===== config.mk =====
export PLATFORM = sky130hd
export DESIGN_NAME = uart_tx_engine
export DESIGN_NICKNAME = d
export VERILOG_FILES = /design/src/rtl/uart_tx_engine.sv
export SDC_FILE = /design/constraint.sdc
export NUM_CORES = 1
export LEC_CHECK = 0
export CORE_MARGIN = 3
export CORE_UTILIZATION = 40
export CTS_CLUSTER_DIAMETER = 50
export DETAILED_ROUTE_END_ITERATION = 16
export PLACE_DENSITY_LB_ADDON = 0.1
export SYNTH_ARGS = -nofsm -noshare
export SYNTH_HDL_FRONTEND = slang
export SYNTH_SLANG_ARGS = --single-unit

===== constraint.sdc =====
create_clock -name clk -period 3.6 [get_ports clk]
set_input_delay 0.72 -clock clk [delete_from_list [all_inputs] [get_ports clk]]
set_output_delay 0.72 -clock clk [all_outputs]
set_load 0.02 [all_outputs]

===== src/rtl/uart_tx_engine.sv =====
// UART transmit engine: pops one 16-bit FIFO word and sends it as two 8N1/8E1 frames, low byte first.
// Define UART_TX_PARITY_EN to build the even-parity option selected by control[1].
module uart_tx_engine #(
    parameter int DIV_W = 16
) (
    input  logic             clk,
    input  logic             rst_n,
    input  logic [15:0]      tx_fifo_rdata,
    input  logic             tx_fifo_empty,
    output logic             tx_fifo_rd,
    input  logic [1:0]       control,
    input  logic [DIV_W-1:0] baud,
    output logic [3:0]       tx_state,
    output logic             uart_tx
);

`ifdef UART_TX_PARITY_EN
    typedef enum logic [2:0] {IDLE, START, DATA, PARITY, STOP} state_e;
`else
    typedef enum logic [2:0] {IDLE, START, DATA, STOP} state_e;
`endif

    state_e           state_q, state_d;
    logic [15:0]      word_q, word_d;
    logic [DIV_W-1:0] div_q, div_d;
    logic [DIV_W-1:0] cnt_q, cnt_d;
    logic [2:0]       bit_q, bit_d;
    logic             byte_q, byte_d;
    logic             par_q, par_d;
    logic             rd_q, rd_d;
    logic             tx_q, tx_d;
    logic             bit_end;
    logic [7:0]       byte_sel;

`ifndef UART_TX_PARITY_EN
    logic unused_par_en;
    assign unused_par_en = control[1];
`endif

    always_ff @(posedge clk or negedge rst_n) begin
        if (!rst_n) begin
            state_q <= IDLE;
            word_q  <= '0;
            div_q   <= '0;
            cnt_q   <= '0;
            bit_q   <= '0;
            byte_q  <= 1'b0;
            par_q   <= 1'b0;
            rd_q    <= 1'b0;
            tx_q    <= 1'b1;
        end else begin
            state_q <= state_d;
            word_q  <= word_d;
            div_q   <= div_d;
            cnt_q   <= cnt_d;
            bit_q   <= bit_d;
            byte_q  <= byte_d;
            par_q   <= par_d;
            rd_q    <= rd_d;
            tx_q    <= tx_d;
        end
    end

    assign bit_end = (cnt_q == div_q - DIV_W'(1));

    always_comb begin
        state_d  = state_q;
        word_d   = word_q;
        div_d    = div_q;
        cnt_d    = cnt_q;
        bit_d    = bit_q;
        byte_d   = byte_q;
        par_d    = par_q;
        rd_d     = 1'b0;
        tx_d     = 1'b1;
        byte_sel = '0;

        if (state_q != IDLE) begin
            cnt_d = bit_end ? '0 : cnt_q + DIV_W'(1);
        end

        unique case (state_q)
            IDLE: begin
                if (control[0] && (baud != '0) && !tx_fifo_empty) begin
                    rd_d    = 1'b1;
                    word_d  = tx_fifo_rdata;
                    div_d   = baud;
`ifdef UART_TX_PARITY_EN
                    par_d   = control[1];
`else
                    par_d   = 1'b0;
`endif
                    byte_d  = 1'b0;
                    cnt_d   = '0;
                    state_d = START;
                end
            end
            START: begin
                if (bit_end) begin
                    bit_d   = '0;
                    state_d = DATA;
                end
            end
            DATA: begin
                if (bit_end) begin
                    if (bit_q == 3'd7) begin
`ifdef UART_TX_PARITY_EN
                        state_d = par_q ? PARITY : STOP;
`else
                        state_d = STOP;
`endif
                    end else begin
                        bit_d = bit_q + 3'd1;
                    end
                end
            end
`ifdef UART_TX_PARITY_EN
            PARITY: begin
                if (bit_end) state_d = STOP;
            end
`endif
            STOP: begin
                if (bit_end) begin
                    if (!byte_q) begin
                        byte_d  = 1'b1;
                        state_d = START;
                    end else begin
                        state_d = IDLE;
                    end
                end
            end
            default: state_d = IDLE;
        endcase

        // Line level is registered: derive it from the state/bit being entered.
        byte_sel = byte_d ? word_d[15:8] : word_d[7:0];
        unique case (state_d)
            START:   tx_d = 1'b0;
            DATA:    tx_d = byte_sel[bit_d];
`ifdef UART_TX_PARITY_EN
            PARITY:  tx_d = ^byte_sel;
`endif
            default: tx_d = 1'b1;
        endcase
    end

    assign tx_fifo_rd = rd_q;
    assign uart_tx    = tx_q;
    assign tx_state   = {1'b0, par_q, tx_fifo_empty, (state_q != IDLE)};

endmodule


==> key figures <==
Logic synthesis
  • Ys flop type: dfrtp_1
  • Seq/Total Area, Yosys: 43.0%
  • Number of synthesized register bits: 57
  • Syn Area/Cell: 8.70 µm²
  • Mapped Area: 0.00332 mm²
  • Synth async-reset ratio: 100%
  • Mapped Cells: 382
  • Post-synth cell types: 63
  • Post-synth EDFFs: 0
  • Synth Warn #: 0

Routing
  • Via density: 5.21
  • DR DRC count: 0
  • Post-DRT Antenna Nets: 0
  • Post-Route WL: 7990 µm
  • DR vias: 2813
  • Iteration-0 DRC count of the detailed router: 110
  • Total iterations of the first detailed-routing run: 4
  • DR WL/cell: 14.8 µm

Power and ir drop
  • Leakage: 1.80 nW
  • Pwr dens: 482 mW/mm²
  • Peak supply drop: 0.214 mV

Worst setup path
  • Family with the most delay on the worst path: simple AND/OR/NAND/NOR gates
  • Largest stage delay on the critical path: 0.50 ns
  • CP Cell Sequence: inv_1, ha_1, or3b_4, o21a_4, nor4_4, nor2_2, or3_4, o31ai_4, o21ai_2, or4_1, o31ai_2, and4b_1
  • RR Startpoint: div_q[0]
  • CP Class: reg -> reg
  • Startpoint types: flop
  • CP arrival: 3.71 ns
  • CP Capture Type: flop
  • Critical-path top delay cell: or4_1
  • CP Launch Point: div_q[0]
  • Crit-path max FO: 4
  • Critical path buffers and inverters: 1
  • Critical Path RT: 3.87 ns

Global routing
  • Initial antenna violation count: 0
  • Vias in the first global route: 2700
  • Grt total ovfl: 0
  • First-pass GRT wire length: 13400 µm
  • Tot GR Track Use: 17.6%
  • Pin count of the biggest net entering global routing: 37

CTS
  • H-tree depth: 3
  • CTS Buffer Depth: 2
  • Worst-path clk slew: 0.07 ns
  • Sink Count: 57
  • CTS buffer count: 9
  • CTS tree: built
  • Setup bufs post-CTS: 0
  • Root Buffer: clkbuf_8
  • Clock latency on the worst-skew pair: 0.34 ns

Die
  • # IOs: 43
  • Core Region: 0.00789 mm²
  • Initial core utilization: 42.1%
  • Die Y: 97.1 µm
  • Die area: 0.00943 mm²
  • # rows: 32
  • Die width: 97.1 µm

Timing
  • # setup viols final: 0
  • Setup TNS: 0 ns
  • Worst Skew: 0.00625 ns
  • Tcrit/Tclk final: 95.5%
  • RSZ-0062 raised after global routing: no
  • Final Hold Fails: 0
  • Slew HR: 64.8%
  • Fin Hold WS: 0.344 ns
  • Crit path time final: 3.44 ns
  • Peak Freq: 291 MHz
  • Final WS setup: 0.160 ns
  • Max-slew violation count: 0
  • Slew of the pin with the lowest slew margin: 0.527 ns

Finish
  • Area grow syn2layout: 22.6%
  • Fillers: 743
  • Most frequent cells in the layout: nand2_1 (112), dfrtp_1 (56), clkdlybuf4s50_1 (38), nor2_1 (22), xnor2_1 (19)
  • Most common cell after layout, fill and taps aside: nand2_1
  • Final instance area: 0.00407 mm²
  • Fin nets: 473
  • Layout cells sized above 1: 11.6%
  • Final core utilization: 51.6%
  • # diodes: 0

Placed design
  • PortBufs: 39
  • Pre-CTS setup slack: 0.0671 ns
  • Placed cell area: 0.00386 mm²
  • Dpl hpwl: 5960 µm
  • Gpl congestion: 0.881

Worst hold path
  • Min-Delay Path Class: in -> async

Job
  • Max Cap Viol: 0

Run status
  • Status: completed
==> per-layer routing <==
layer | wire length (µm) | global-route usage, %
met5 | 0 | 0
met4 | 72 | 4.54
met3 | 397 | 4.74
met2 | 3390 | 25.6
met1 | 4130 | 25.9
==> registers in the layout (all words and copies together), names as in the netlist <==
name	flops
cnt_q	16
div_q	16
word_q	16
bit_q	3
state_q	3
byte_q	1
tx_fifo_rd	1
uart_tx	1
==> area by class of cell <==
type                    instances  area, µm²  share of cell area, %
multi-input cells             303       1820                   44.7
flip-flops and latches         57       1430                   35.0
repair buffers                 51        475                   11.7
clock buffers                  11        151                   3.72
well taps                     102        128                   3.13
inverters                      11       41.3                   1.01
clock inverters                 5       30.0                  0.737
==> path summary, 6_finish.rpt <==
| path | slack (ns) | end | cells past startpoint |
|---|---|---|---|
| hold reg to reg | 0.48 | word_q[13] | 2 |
| setup / recovery | 0.16 | uart_tx | 12 |
| max in group asynchronous | 2.39 | uart_tx | 2 |
| setup reg to reg | 0.16 | uart_tx | 12 |
| min in group clk | 0.48 | word_q[13] | 2 |
| hold / removal | 0.34 | cnt_q[11] | 1 |
==> power breakdown <==
part           internal (mW)  total [mW]  switching (mW)
clock network          0.283       0.544           0.261
registers              0.742       0.839          0.0968
logic                  0.265       0.581           0.316
==> timing repair <==
action | 4_1_cts | 5_1_grt
hold buffers | 0 | 0
endpoints found under the setup margin | 0 | 1
gates resized for setup | 0 | 7
==> per-stage QoR <==
stage	total power [mW]	cells
6_report	1.96	540
5_1_grt	2.11	540
4_1_cts	1.97	540
3_5_place_dp	1.42	524
3_3_place_gp	1.40	524
2_1_floorplan	1.23	384
==> cells in the mapped netlist, types with 2 or more instances <==
| master | count | area share [%] |
|---|---|---|
| a21oi_1 | 10 | 1.5 |
| a31oi_1 | 2 | 0.38 |
| and2_1 | 3 | 0.57 |
| and3_1 | 7 | 1.3 |
| and4_1 | 2 | 0.53 |
| buf_1 | 2 | 0.23 |
| buf_4 | 3 | 0.68 |
| buf_6 | 2 | 0.68 |
| clkbuf_1 | 6 | 0.68 |
| clkinv_1 | 2 | 0.23 |
| dfrtp_1 | 56 | 42 |
| ha_1 | 3 | 1.1 |
| inv_1 | 8 | 0.90 |
| mux2i_1 | 4 | 1.2 |
| nand2_1 | 112 | 13 |
| nand2b_1 | 4 | 0.75 |
| nand3_1 | 6 | 0.90 |
| nand3b_1 | 2 | 0.45 |
| nand4_1 | 7 | 1.3 |
| nand4b_1 | 2 | 0.53 |
| nor2_1 | 23 | 2.6 |
| nor2b_1 | 2 | 0.38 |
| nor3_1 | 12 | 1.8 |
| nor4_1 | 9 | 1.7 |
| nor4_4 | 2 | 1.3 |
| nor4b_1 | 2 | 0.53 |
| o2111ai_1 | 2 | 0.53 |
| o211ai_1 | 4 | 0.90 |
| o21ai_0 | 6 | 0.90 |
| o22ai_1 | 2 | 0.38 |
| o31ai_1 | 4 | 0.90 |
| or2_2 | 2 | 0.38 |
| or3_1 | 5 | 0.94 |
| or3b_2 | 2 | 0.53 |
| xnor2_1 | 19 | 5.0 |
| xor2_1 | 16 | 4.2 |
==> cells by family after synthesis <==
group	share of synthesized area, %
XOR/XNOR	9.23
buffers and inverters	3.50
AND/OR/NAND/NOR	32.0
other	0.113
adder cells (fa/ha/maj)	1.13
multiplexers	1.21
flip-flops	43.0
AO/OA/AOI/OAI	9.87
Power figures use the tool's default switching activity.
